--- config.mk ---
export PLATFORM = sky130hd
export DESIGN_NAME = md_issue_ctrl_flat
export DESIGN_NICKNAME = d
export VERILOG_FILES = /design/src/rtl/md_issue_ctrl_if.sv /design/src/rtl/md_issue_ctrl.sv /design/src/flat_wrapper.sv
export SDC_FILE = /design/constraint.sdc
export NUM_CORES = 1
export LEC_CHECK = 0
export CAP_MARGIN = 15
export CORE_ASPECT_RATIO = 1.2
export CORE_MARGIN = 10
export CORE_UTILIZATION = 38
export DETAILED_ROUTE_END_ITERATION = 8
export PLACE_DENSITY = 0.79
export SYNTH_ARGS = -nofsm -noshare
export SYNTH_HDL_FRONTEND = slang
export SYNTH_SLANG_ARGS = --single-unit
--- constraint.sdc ---
create_clock -name clk -period 2.9 [get_ports clk]
set_clock_uncertainty 0.2 [all_clocks]
set_input_delay 0.58 -clock clk [delete_from_list [all_inputs] [get_ports clk]]
set_output_delay 0.58 -clock clk [all_outputs]
set_load 0.01 [all_outputs]
--- src/rtl/md_issue_ctrl_if.sv ---
// D-stage / MD-unit signal bundle for the multiply/divide issue controller.
// The controller connects through the slave modport; the environment uses master.
interface md_issue_if;
  localparam int unsigned XLEN = 32;
  localparam int unsigned OP_W = 4;

  logic [XLEN-1:0] d_instr;
  logic [XLEN-1:0] d_rs_val;
  logic [XLEN-1:0] d_rt_val;
  logic            ext_stall;
  logic            md_busy_in;
  logic            md_start;
  logic [OP_W-1:0] md_op;
  logic [XLEN-1:0] md_a;
  logic [XLEN-1:0] md_b;
  logic            md_stall;
  logic            err;

  modport master (
    output d_instr, d_rs_val, d_rt_val, ext_stall, md_busy_in,
    input  md_start, md_op, md_a, md_b, md_stall, err
  );

  modport slave (
    input  d_instr, d_rs_val, d_rt_val, ext_stall, md_busy_in,
    output md_start, md_op, md_a, md_b, md_stall, err
  );
endinterface

--- src/rtl/md_issue_ctrl.sv ---
// Issue-side controller for the multi-cycle MD unit: decodes D, issues ops,
// tracks latency locally, stalls colliding MD-class instructions, flags busy mismatches.
module md_issue_ctrl #(
  parameter int unsigned MULT_LAT = 5,
  parameter int unsigned DIV_LAT  = 10
) (
  input  logic      clk,
  input  logic      reset,
  md_issue_if.slave bus
);

  localparam int unsigned XLEN    = 32;
  localparam int unsigned OP_W    = 4;
  localparam int unsigned MAX_LAT = (MULT_LAT > DIV_LAT) ? MULT_LAT : DIV_LAT;
  localparam int unsigned CNT_W   = $clog2(MAX_LAT + 1);

  localparam logic [OP_W-1:0] OP_NONE  = 4'd0;
  localparam logic [OP_W-1:0] OP_MULT  = 4'd1;
  localparam logic [OP_W-1:0] OP_MULTU = 4'd2;
  localparam logic [OP_W-1:0] OP_DIV   = 4'd3;
  localparam logic [OP_W-1:0] OP_DIVU  = 4'd4;
  localparam logic [OP_W-1:0] OP_MTHI  = 4'd5;
  localparam logic [OP_W-1:0] OP_MTLO  = 4'd6;

  typedef enum logic {IDLE, BUSY} state_e;

  state_e            state_q, state_d;
  logic [CNT_W-1:0]  cnt_q, cnt_d;
  logic              start_q, start_d;
  logic [OP_W-1:0]   op_q, op_d;
  logic [XLEN-1:0]   a_q, a_d;
  logic [XLEN-1:0]   b_q, b_d;
  logic              err_q, err_d;

  logic              is_md;
  logic              is_muldiv;
  logic              is_mtx;
  logic [OP_W-1:0]   dec_op;
  logic              md_stall_c;
  logic              accept;
  logic              busy_idle_err;
  logic              busy_lost_err;
  logic              unused_instr_bits;

  assign unused_instr_bits = ^bus.d_instr[25:6];

  // Decode: only SPECIAL-opcode MD functs are of interest; mfhi/mflo are MD-class without an op.
  always_comb begin
    is_md  = 1'b0;
    dec_op = OP_NONE;
    if (bus.d_instr[31:26] == 6'd0) begin
      case (bus.d_instr[5:0])
        6'h18:        begin is_md = 1'b1; dec_op = OP_MULT;  end
        6'h19:        begin is_md = 1'b1; dec_op = OP_MULTU; end
        6'h1A:        begin is_md = 1'b1; dec_op = OP_DIV;   end
        6'h1B:        begin is_md = 1'b1; dec_op = OP_DIVU;  end
        6'h11:        begin is_md = 1'b1; dec_op = OP_MTHI;  end
        6'h13:        begin is_md = 1'b1; dec_op = OP_MTLO;  end
        6'h10, 6'h12: is_md = 1'b1;
        default:      is_md = 1'b0;
      endcase
    end
  end

  assign is_muldiv  = (dec_op >= OP_MULT) && (dec_op <= OP_DIVU);
  assign is_mtx     = (dec_op == OP_MTHI) || (dec_op == OP_MTLO);
  assign md_stall_c = (state_q == BUSY) && is_md;
  assign accept     = is_md && !md_stall_c && !bus.ext_stall;

  assign busy_idle_err = bus.md_busy_in && (state_q == IDLE) && !start_q;
  assign busy_lost_err = !bus.md_busy_in && (state_q == BUSY) && (cnt_q != '0) && !start_q;

  // Next state: counter runs regardless of ext_stall; a load only ever happens from IDLE.
  always_comb begin
    state_d = state_q;
    cnt_d   = cnt_q;
    start_d = 1'b0;
    op_d    = OP_NONE;
    a_d     = a_q;
    b_d     = b_q;
    err_d   = err_q || busy_idle_err || busy_lost_err;

    if (state_q == BUSY) begin
      if (cnt_q == '0) state_d = IDLE;
      else             cnt_d   = cnt_q - CNT_W'(1);
    end

    if (accept) begin
      if (is_muldiv) begin
        start_d = 1'b1;
        op_d    = dec_op;
        a_d     = bus.d_rs_val;
        b_d     = bus.d_rt_val;
        state_d = BUSY;
        cnt_d   = ((dec_op == OP_MULT) || (dec_op == OP_MULTU)) ? CNT_W'(MULT_LAT)
                                                                 : CNT_W'(DIV_LAT);
      end else if (is_mtx) begin
        op_d = dec_op;
        a_d  = bus.d_rs_val;
      end
    end
  end

  always_ff @(posedge clk or negedge reset) begin
    if (!reset) begin
      state_q <= IDLE;
      cnt_q   <= '0;
      start_q <= 1'b0;
      op_q    <= OP_NONE;
      a_q     <= '0;
      b_q     <= '0;
      err_q   <= 1'b0;
    end else begin
      state_q <= state_d;
      cnt_q   <= cnt_d;
      start_q <= start_d;
      op_q    <= op_d;
      a_q     <= a_d;
      b_q     <= b_d;
      err_q   <= err_d;
    end
  end

  assign bus.md_start = start_q;
  assign bus.md_op    = op_q;
  assign bus.md_a     = a_q;
  assign bus.md_b     = b_q;
  assign bus.md_stall = md_stall_c;
  assign bus.err      = err_q;

endmodule

--- src/flat_wrapper.sv ---
// flat-port wrapper written by rule: the top's interface ports become plain ports
module md_issue_ctrl_flat 
#(
  parameter int unsigned MULT_LAT = 5,
  parameter int unsigned DIV_LAT  = 10
)
  (clk, reset, bus_d_instr, bus_d_rs_val, bus_d_rt_val, bus_ext_stall, bus_md_busy_in, bus_md_start, bus_md_op, bus_md_a, bus_md_b, bus_md_stall, bus_err);
  md_issue_if bus_i ();
  input  logic clk;
  input  logic reset;
  input wire logic [$bits(bus_i.d_instr)-1:0] bus_d_instr;
  input wire logic [$bits(bus_i.d_rs_val)-1:0] bus_d_rs_val;
  input wire logic [$bits(bus_i.d_rt_val)-1:0] bus_d_rt_val;
  input wire logic [$bits(bus_i.ext_stall)-1:0] bus_ext_stall;
  input wire logic [$bits(bus_i.md_busy_in)-1:0] bus_md_busy_in;
  output wire logic [$bits(bus_i.md_start)-1:0] bus_md_start;
  output wire logic [$bits(bus_i.md_op)-1:0] bus_md_op;
  output wire logic [$bits(bus_i.md_a)-1:0] bus_md_a;
  output wire logic [$bits(bus_i.md_b)-1:0] bus_md_b;
  output wire logic [$bits(bus_i.md_stall)-1:0] bus_md_stall;
  output wire logic [$bits(bus_i.err)-1:0] bus_err;
  assign bus_i.d_instr = bus_d_instr;
  assign bus_i.d_rs_val = bus_d_rs_val;
  assign bus_i.d_rt_val = bus_d_rt_val;
  assign bus_i.ext_stall = bus_ext_stall;
  assign bus_i.md_busy_in = bus_md_busy_in;
  assign bus_md_start = bus_i.md_start;
  assign bus_md_op = bus_i.md_op;
  assign bus_md_a = bus_i.md_a;
  assign bus_md_b = bus_i.md_b;
  assign bus_md_stall = bus_i.md_stall;
  assign bus_err = bus_i.err;
  md_issue_ctrl #(.MULT_LAT(MULT_LAT), .DIV_LAT(DIV_LAT)) u_core (.clk(clk), .reset(reset), .bus(bus_i));
endmodule
Word level (Yosys, flattened, before mapping)

Index checks and enable logic that the tools add are counted.

Bits in registers: 75
Input port bits: 100
Output and inout port bits: 71
Word-level logic and storage cells: 67

Add/subtract/negate cells: 1
Magnitude comparators: 2
Eq/ne operators: 12
Multiplexer cells: 20
Bitwise operators: 1
Reduce and logical (&&, ||, !) cells: 24

Operators with widths:

| cell                  | number |
|---|---|
| $mux W32              | 2 |
| $eq A6 B5 Y1 const B  | 8 |
| $mux W4               | 8 |
| $pmux W3 S6           | 1 |
| $logic_and A1 B1 Y1   | 9 |
| $mux W1               | 8 |
| $reduce_or A8 Y1      | 1 |
| $eq A3 B3 Y1 const B  | 2 |
| $logic_not A6 Y1      | 1 |
| $eq A4 B1 Y1 const B  | 1 |
| $eq A4 B2 Y1 const B  | 1 |
| $logic_not A1 Y1      | 4 |
| $logic_not A4 Y1      | 1 |
| $logic_or A1 B1 Y1    | 4 |
| $reduce_and A2 Y1     | 2 |
| $reduce_bool A4 Y1    | 1 |
| $sub A4 B1 Y4 const B | 1 |
| $ge A3 B1 Y1 const B  | 1 |
| $le A3 B3 Y1 const B  | 1 |
| $mux W3               | 1 |
| $reduce_bool A2 Y1    | 1 |
| $not A1 Y1            | 1 |

Longest topological paths before layout

Gate-level depths: netlist of run 1.

Word-level depth: 9
Mapped depth: 7
Depth with buffers taken out: 6

Worst setup path after synthesis of run 1

Ideal clock, no wire load.

Kind: input-to-reg
From: in bus_d_instr[29]
To: reg u_core.a_q[10] (netlist: u_core.bus.md_a[10])
Setup time: 0.125 ns
Data arrival time: 1.797 ns
Required time: 2.575 ns
Slack: 0.778 ns
Stages on the path: 5
Buffers on the path: 1
Cell sequence: nor4_4 > nand4_4 > nor2_8 > buf_12 > mux2_4

Longest elaborated chain between the ends: 7
Elaborated cells between the ends (all ways): 16
Classes of those cells: order compare (2); eq/ne (2); mux (3); reduce/logical (9)

RTL lines:

| item                                                 | line                 | RTL |
|---|---|---|
| start, declared                                      | flat_wrapper.sv:11   | `input wire logic [$bits(bus_i.d_instr)-1:0] bus_d_instr;` |
| $logic_not A6 Y1 (*)                                 | md_issue_ctrl.sv:51  | `if (bus.d_instr[31:26] == 6'd0) begin` |
| branches (longest 6 deep; another with $ge A3 B1 Y1) | -                    |  |
| end signal, assigned                                 | md_issue_ctrl.sv:110 | `a_q <= '0;` |
| end signal, assigned                                 | md_issue_ctrl.sv:118 | `a_q <= a_d;` |
| end, declared                                        | md_issue_ctrl.sv:31  | `logic [XLEN-1:0] a_q, a_d;` |

Every way passes the cells marked *.
A chain may end at the register's enable or synchronous reset.

Worst setup path after layout of run 1

From: in bus_d_instr[29]
To: out bus_md_stall

Longest elaborated chain between the ends: 3

RTL lines:

| item                | line                | RTL |
|---|---|---|
| $logic_not A6 Y1    | md_issue_ctrl.sv:51 |  |
| $mux W1             | md_issue_ctrl.sv:51 |  |
| $logic_and A1 B1 Y1 | md_issue_ctrl.sv:67 | `assign md_stall_c = (state_q == BUSY) && is_md;` |
| end, declared       | flat_wrapper.sv:20  | `output wire logic [$bits(bus_i.md_stall)-1:0] bus_md_stall;` |

Every way passes these cells.

==> results.cfg, run 1 <==
[status]
status = completed

[worst_setup_path]
crit_type = input pin to primary output
cp_max_fo = 2
arrival_ns = 1.91
cp_slowest_cell = clkdlybuf4s50_1
critPathLaunchType = input pin
worstSetupEndpointType = primary output
cp.required_ns = 2.12
critPathBufInv = 2
path_cells = clkdlybuf4s50_1 -> nor4_4 -> and3_2 -> and2_1 -> dlygate4sd2_1
cp_slowest_stage_delay_ns = 0.44
crit_family = buffers and inverters

[final_layout]
syn2layout_area_growth_pct = 56.6
nets = 522
fin_area_um2 = 4910
final_layout_size_suffix_gt1_share_pct = 16.0
fin_cells = 520
fin_util_pct = 60.6
nFillCells = 666
n_antenna_cell = 0

[power_and_ir_drop]
p_int_mw = 1.59
p_sw_uw = 474
clock_power_share_pct = 33.5
cellPowerDensity_nw_per_um2 = 421
leakagePower_nw = 2.35
combPwrFrac_pct = 13.1
p_sw_share_pct = 22.9
vdd_ir_drop_max_v = 0.000284
pwr-share-seq_pct = 53.4

[sta]
timing.final.crit_share_pct = 92.9
max_slew_margin_pct = 40.3
drv_slew = 0
tightest_slew_ns = 0.895
max_freq_ghz = 0.371
finalHoldViolCount = 0
finalSetupViolCount = 0
period_needed_ns = 2.69
hold_ws_ns = 0.180
rsz0062_at_grt = no

[global_route]
grt_pass1_vias = 2571
busiest_layer = met2
use_met3_pct = 4.99
grt_pass1_wl_mm = 12.9
grt_util_all_layers_pct = 13.3
antenna_found_initial = 0
use_met1_pct = 14.9
grt_use_met2_pct = 22.6
grt_max_degree = 75
overflow = 0

[clock_tree]
cts_buffer_depth = 2
cts-root-buf = clkbuf_8
postCtsHoldBufs = 0
clock_latency_ns = 0.33
cts_tree = yes
cts_inserted_buffers = 9
path_clk_slew_ns = 0.08
clkSinkCount = 74
htree_levels = 3

[logic_synthesis]
syn_nets = 363
synth.distinct_cells = 32
synth_seq_cells = 74
syn_inst = 262
synth_fa_ha_area_share_pct = 0.399
syn_avg_cell_area_um2 = 12.0
yosys.area_share.xor_xnor_pct = 0.558
synth_mux_area_share_pct = 15.7
yosys_warnings = 0
synthSimpleGateAreaFrac_pct = 18.2
synth_top_family_by_area = simple AND/OR/NAND/NOR gates
yosysTopAreaCellShare_pct = 59.0
synth_compound_area_share_pct = 1.99
synth.yosys.seq_area_share_pct = 59.0
syn-cell-area_um2 = 3140
synth_area_leaders = dfrtp_1, mux2_4, nand2_1
synth_top_area_cell = dfrtp_1

[routing]
avgViaCountPerCell = 4.60
wire_per_inst_um = 16.2
routed_wl_mm = 8.42
vias = 2394
route.detailed.drc = 0
dr.pass1.iters = 4
drt_iter0_drc = 94
ant_nets = 0

[die]
die_y_um = 120
fp.dieArea_um2 = 12300
io_pins = 171
rows = 36
core_um2 = 8110
die_w_um = 103
initial_utilization_pct = 38.7

[placement]
place.gp.congestion = 0.744
placed_area_um2 = 4750
io_buffers = 149
dp_hpwl_mm = 6.64
placed_cells = 505

[flow_run]
max-cap-violations = 0

[worst_hold_path]
hold_path.class = input pin to asynchronous set/reset pin
## worst register-to-register path, delay by kind of cell, from the launching register on
| kind | cells | cell delay (ns) |
|---|---|---|
| buffers and inverters | 1 | 0.21 |
| DFF | 1 | 0.48 |
| muxes | 1 | 0.32 |
| and+or+nand+nor | 3 | 0.70 |
## layer usage
layer,share of wire [%],vias to the layer above
met5,0,-
met4,1.2,0
met3,8.3,10
met2,49,94
met1,41,1123
li1,-,1167
## final cells by class
type,instances,area [um^2],share of cell area [%]
Timing Repair Buffer,161,1600,32.6
Sequential cell,74,1850,37.7
Multi-Input combinational cell,172,1160,23.6
Inverter,3,11.3,0.229
Clock inverter,3,15.0,0.305
Tap cell,95,119,2.42
Clock buffer,12,155,3.16
## power by group through the flow
stage | clock (mW) | combinational (mW) | sequential (mW)
6_report | 0.692 | 0.271 | 1.10
5_1_grt | 0.760 | 0.299 | 1.11
4_1_cts | 0.720 | 0.277 | 1.10
3_5_place_dp | 0 | 0.276 | 1.12
3_3_place_gp | 0 | 0.265 | 1.12
2_1_floorplan | 0 | 0.0900 | 1.12
## Yosys cell counts, drive strengths merged
cell	count
a211oi	2
a21oi	6
and2	3
and2b	1
and3	1
and4	1
buf	10
clkbuf	3
conb	1
dfrtp	74
ha	1
inv	3
mux2	32
mux2i	2
nand2	99
nand3	1
nand4	2
nor2	8
nor3	2
nor3b	2
nor4	1
o21ai	2
o31ai	1
or3b	1
or4b	1
xnor2	2
## per-stage QoR
step / TNS, ns / total power [mW] / worst slack, ns
2_1_floorplan: 0 / 1.21 / 0.778
3_3_place_gp: -0.0765 / 1.38 / -0.0765
3_5_place_dp: -0.0753 / 1.40 / -0.0753
4_1_cts: 0 / 2.10 / 0.192
5_1_grt: 0 / 2.17 / 0.144
6_report: 0 / 2.07 / 0.207
## cell usage in the layout (no fill, tap or decap), types with 2 or more instances in the layout
cell type        synthesis  layout
a211oi_1                 2       2
a21oi_1                  6       6
and2_1                   3       3
buf_12                   3       2
buf_4                    4      11
clkbuf_8                 0      11
clkdlybuf4s50_1          0     147
clkinv_2                 0       3
dfrtp_1                 74      74
inv_1                    3       3
mux2_2                   2       2
mux2_4                  30      30
mux2i_1                  2       2
nand2_1                 99      99
nor2_1                   7       7
nor3b_1                  2       2
o21ai_0                  2       2
xnor2_1                  2       2
## path summary, 6_finish.rpt
kind	startpoint	cells past startpoint	to	slack (ns)
max	bus_d_instr[29]	5	bus_md_stall	0.21
max in group asynchronous	reset	1	u_core.bus.md_b[31]$_DFFE_PN0P_	1.75
min reg2reg	u_core.bus.md_b[11]$_DFFE_PN0P_	2	u_core.bus.md_b[11]$_DFFE_PN0P_	0.26
min	reset	1	u_core.bus.md_b[20]$_DFFE_PN0P_	0.18
min in group clk	u_core.bus.md_b[11]$_DFFE_PN0P_	2	u_core.bus.md_b[11]$_DFFE_PN0P_	0.26
max reg2reg	u_core.state_q$_DFF_PN0_	5	u_core.bus.md_a[30]$_DFFE_PN0P_	0.89
## kinds of logic (layout without fill, tap and decap cells)
group	after synthesis	after routing
simple gates	123	123
flops	74	74
mux	34	34
buf+inv	16	179
compound gates	11	11
xor+xnor	2	2
fa+ha+maj	1	1
other cells	1	1
## sequential cells by signal, summed over array words and instances, names as in the netlist
signal and count:
u_core.cnt_q 4, u_core.bus.md_a 32, u_core.state_q 1, u_core.bus.md_op 3
u_core.bus.md_b 32, u_core.bus.err 1, u_core.bus.md_start 1
## timing repair
item | in CTS | in global routing
setup buffers | 0 | 0
endpoints found under the setup margin | 1 | 0
resized for setup | 1 | 0
No activity file was read; power rests on OpenSTA's default activity.
==> run 2: changes to the inputs <==
Settings changed: CORE_MARGIN 10 to default, SETUP_SLACK_MARGIN from default to 0.2.
==> run 2 against run 1 <==
  * The run now ends with design-rule violations left
  * Global-route usage up 4.1 points
  * Sequential share of layout area fell by 0.48 points
  * Routed wire length is 14% lower
  * Sequential power about the same
  * Clock power increased by 43%
  * Via count grew 0.50%
  * Combinational power barely moved
  * Non-clock buffer count is 2 lower
  * Core utilization grew 2.9 points
  * Cell area grew 1.3%
  * Critical endpoint unchanged
  * Highest routed layer unchanged
==> results.cfg, run 2 (synthesized netlist as in run 1, its figures left out) <==
[status]
status = finished, violations left
violations = design-rule violations

[clock_tree]
htree_levels = 3
cts_tree = yes
cts_buffer_depth = 2
cts_setup_buffers = 0
path_clk_slew_ns = 0.07
clock_latency_ns = 0.34
clkSinkCount = 74
cts_inserted_buffers = 9
postCtsHoldBufs = 0
cts-root-buf = clkbuf_8

[routing]
ant_nets = 0
avgViaCountPerCell = 4.66
vias = 2406
wire_per_inst_um = 14.1
route.detailed.drc = 11
routed_wl_mm = 7.28
drt_iter0_drc = 49
dr.pass1.iters = 7

[worst_setup_path]
crit_family = simple AND/OR/NAND/NOR gates
critPathBufInv = 2
cp.required_ns = 2.12
critPathLaunchType = input pin
crit_type = input pin to primary output
arrival_ns = 1.80
cp_slowest_stage_delay_ns = 0.45
cp_max_fo = 2
worstSetupEndpointType = primary output
path_cells = clkdlybuf4s50_1 -> nor4_4 -> and3_4 -> and2_1 -> clkbuf_2
cp_slowest_cell = clkdlybuf4s50_1

[sta]
tightest_slew_ns = 0.913
fin_ws_ns = 0.322
max_freq_ghz = 0.388
finalSetupViolCount = 0
timing.final.crit_share_pct = 88.9
rsz0062_at_grt = no
max_slew_margin_pct = 39.2
finalHoldViolCount = 0
drv_slew = 0
setup_tns_ns = 0
period_needed_ns = 2.58
hold_ws_ns = 0.188

[final_layout]
fin_area_um2 = 4980
fin_util_pct = 63.5
nets = 520
seqCellArea_um2 = 1850
final_layout_size_suffix_gt1_share_pct = 16.0
syn2layout_area_growth_pct = 58.6
final_common_cell = clkdlybuf4s50_1
final_cell_mix = clkdlybuf4s50_1, nand2_1, dfrtp_1, mux2_4, clkbuf_8
fin_cells = 516
nFillCells = 601
multi_input_area_um2 = 1160
n_antenna_cell = 0

[die]
fp.dieArea_um2 = 8630
die_w_um = 85.0
core_um2 = 7840
die_y_um = 102
rows = 35
io_pins = 171
initial_utilization_pct = 40.0

[global_route]
grt_pass1_vias = 2504
antenna_found_initial = 0
overflow = 0
grt_util_all_layers_pct = 17.4
grt_max_degree = 75
grt_pass1_wl_mm = 11.7

[flow_run]
max-cap-violations = 0

[placement]
place.gp.congestion = 0.759
pre_cts_ws_ns = -0.0790
dp_hpwl_mm = 5.29
placed_area_um2 = 4730
io_buffers = 149
placed_cells = 500

[power_and_ir_drop]
vdd_ir_drop_max_v = 0.000256
p_total_mw = 2.37
leakagePower_nw = 2.36
cellPowerDensity_nw_per_um2 = 475

[worst_hold_path]
hold_path.class = input pin to asynchronous set/reset pin
## run 2: changes by cell type in the layout (fill, tap and decap cells not counted)
cell / before / now
bufinv_16: 0 / 3
clkinv_2: 3 / 0
buf_4: 11 / 9
and3_2: 1 / 0
and3_4: 0 / 1
clkbuf_2: 0 / 1
clkinvlp_4: 0 / 1
dlygate4sd2_1: 1 / 0
## run 2: cell type report
cell class / instances / area share [%]
clock inverters: 4 / 1.96
well taps: 92 / 2.31
repair buffers: 159 / 31.8
flip-flops and latches: 74 / 37.2
multi-input cells: 172 / 23.4
inverters: 3 / 0.226
clock buffers: 12 / 3.12
## run 2: timing repair
action | in CTS | in global routing
pin swaps | 0 | 1
setup endpoints to repair | 1 | 1
cloned | 0 | 0
resized for setup | 2 | 2
## run 2: final timing paths
path	cells after the start	endpoint	slack, ns	from
max	5	bus_md_stall	0.32	bus_d_instr[30]
min	1	u_core.bus.md_a[24]$_DFFE_PN0P_	0.19	reset
max reg2reg	5	u_core.bus.md_a[4]$_DFFE_PN0P_	0.96	u_core.state_q$_DFF_PN0_
min reg2reg	2	u_core.bus.md_b[9]$_DFFE_PN0P_	0.26	u_core.bus.md_b[9]$_DFFE_PN0P_
max in group asynchronous	1	u_core.cnt_q[2]$_DFF_PN0_	1.74	reset
min in group clk	2	u_core.bus.md_b[9]$_DFFE_PN0P_	0.26	u_core.bus.md_b[9]$_DFFE_PN0P_
## run 2: power breakdown
part / leakage, nW / internal [mW] / total (mW) / switching [mW]
clock: 0.123 / 0.619 / 0.989 / 0.369
sequential: 1.02 / 1.07 / 1.10 / 0.0319
combinational: 1.22 / 0.174 / 0.274 / 0.101
total: 2.36 / 1.86 / 2.37 / 0.502
## run 2: metal layers
metal	share of wire (%)	track usage, %
met5	0	0
met3	8.1	5.46
met4	2.4	9.65
met2	48	28.3
met1	41	20.5
==> edit (settings of run 1) <==
Reset style: synchronous (`reset`), changed in one clocked block.
--- a/src/rtl/md_issue_ctrl.sv
+++ b/src/rtl/md_issue_ctrl.sv
@@ -101,7 +101,7 @@
     end
   end
 
-  always_ff @(posedge clk or negedge reset) begin
+  always_ff @(posedge clk) begin
     if (!reset) begin
       state_q <= IDLE;
       cnt_q   <= '0;
Formal check against the unedited RTL: differs if reset is asserted again (counterexample within 4 cycles, from zero or initial values and one cycle with reset low); with reset held inactive, the same outputs for 10 cycles.
==> edit against run 1 <==
Design area down 4.9%. Synthesized cell count up 32%. Largest power group unchanged. Via count up 24%. Power up 2.0%. Synthesized area shrank 6.9%. Sequential cell count did not move. Sequential power fell by 7%. Routed wire length up 14%. Worst setup slack improved by 0.015 ns.
==> edit: results (changes against run 1) <==
rrSetupSlack_ns: 0.95  # +0.06 ns
layout-drive-gt1-share_pct: 7.879  # -8.1 points
yosysSeqAreaShare_pct: 50.66  # -8.3 points
numCtsBuffers: 9  # unchanged
outcome: "complete, no violations"
grt_pass1_wl_mm: 15.35  # +19%
first_pass_iters: 4  # unchanged
nets: 591  # +13%
post-dp-hpwl_mm: 7.346  # +11%
wl_met2_mm: 4.420  # +6.3%
yosysUniqueCellTypes: 36  # +13%
dr.first_iter.drc_count: 156  # +66%
synth.area.top_cells: "dfxtp_1 51%, nand3_1 11%, o21ai_0 7.9%"
grt_max_degree: 69  # -8.0%
cts_resized: 2  # +1
synth-main-ff-cell: "dfxtp_1"
reg2reg_from: "u_core.cnt_q[0]"
diodes: 0  # unchanged
yosys_warnings: 0  # unchanged
period_share_pct: 92.35  # -0.52 points
hold_class: "reg2reg"
r2r_cells: 6  # +1
antenna_found_initial: 0  # unchanged
wl_met3_mm: 1.567  # +120%
top_layer: "met4"
synth-async-reset-ratio_pct: 0  # -100 points
grt_overflow_total: 0  # unchanged
synth_nets: 448  # +23%
cts-root-buf: "clkbuf_8"
p_leak_nw: 1.628  # -31%
cts_max_path_buffers: 2  # unchanged
vdd_drop_max_uv: 354.9  # +25%
drt-met1-wl_mm: 3.489  # +0.90%
io_buffer_count: 149  # unchanged
routed_wl_mm: 9.619  # +14%
grtUsageTotal_pct: 16.37  # +3.1 points
first_global_vias: 3094  # +20%
worst-slew-pin-transition_ns: 0.9656  # +0.07044 ns
rr_endpoint: "u_core.cnt_q[1]"
ys_top_cells_by_count: "74 x dfxtp_1, 64 x nand3_1, 46 x o21ai_0"
dp_slack_ns: -0.1095  # -0.03428 ns
crit_start: "bus_d_instr[26]"
place.gp.congestion: 0.7591  # +2.0%
via_per_inst: 5.055  # +9.8%
[edit: cell types whose count changed in the layout (fill, tap and decap cells not counted), sizes merged, moves of 3 or more]
cell    delta
nor2       -4
dfrtp     -74
mux2      -31
a21oi     +34
and2       -3
buf        +3
nand2     -64
nand3     +65
o21ai     +68
nand2b     +3
dfxtp     +74
[edit: how the worst min path moves through the flow]
stage	startpoint	to	slack (ns)	cells past startpoint
after detailed placement	u_core.bus.md_b[19]	u_core.bus.md_b[19]	0.25	2
after global placement	u_core.bus.md_b[3]	u_core.bus.md_b[3]	0.24	2
final	u_core.bus.md_b[19]	u_core.bus.md_b[19]	0.26	2
after floorplan	u_core.bus.md_b[0]	u_core.bus.md_b[0]	0.28	2
after global routing	u_core.bus.md_b[19]	u_core.bus.md_b[19]	0.27	2
after CTS	u_core.bus.md_b[19]	u_core.bus.md_b[19]	0.26	2
[edit: routing by layer]
metal | vias up | global-route usage [%]
met5 | - | 0
met4 | 0 | 4.906
met3 | 13 | 12.37
met2 | 126 | 26.78
met1 | 1335 | 15.83
li1 | 1493 | -
[edit: worst max-delay path: stages]
cell             delay (ns)
clkdlybuf4s50_1        0.47
nor4_4                 0.30
nand3_2                0.16
nor2_1                 0.11
dlygate4sd2_1          0.28
[edit: through the flow]
step / area, µm² / setup TNS (ns) / instances / hold WS [ns] / power (W)
global placement: 4442 / -0.1147 / 571 / 0.2414 / 0.001227
finish: 4674 / 0 / 587 / 0.2553 / 0.002108
CTS: 4674 / 0 / 587 / 0.2607 / 0.002132
detailed placement: 4442 / -0.1095 / 571 / 0.2516 / 0.001230
floorplan: 2924 / 0 / 347 / 0.2810 / 0.001100
global route: 4674 / 0 / 587 / 0.2749 / 0.002186
[edit: layout make-up]
type                       instances  area (µm²)
clock buffer                      12       155.1
clock inverter                     4       73.82
fill                             657        2902
inverter                           6       22.52
multi-input combinational        235        1229
sequential                        74        1481
tap                               92       115.1
timing repair buffer             164        1598
[edit: kinds of logic after synthesis]
family / synth area share [%]
and+or+nand+nor: 20.54
AOI/OAI and AO/OA: 19.94
DFF: 50.66
buffers and inverters: 7.616
adders and majority gates: 0.4278
other: 0.1282
xor gates and xnor gates: 0.2996
muxes: 0.3851
[edit: report_power, final]
part           internal, W  leakage [nW]  switching, W
clock             0.000532         0.117      0.000369
sequential         0.00102         0.596    0.00000107
combinational     0.000114         0.915     0.0000757
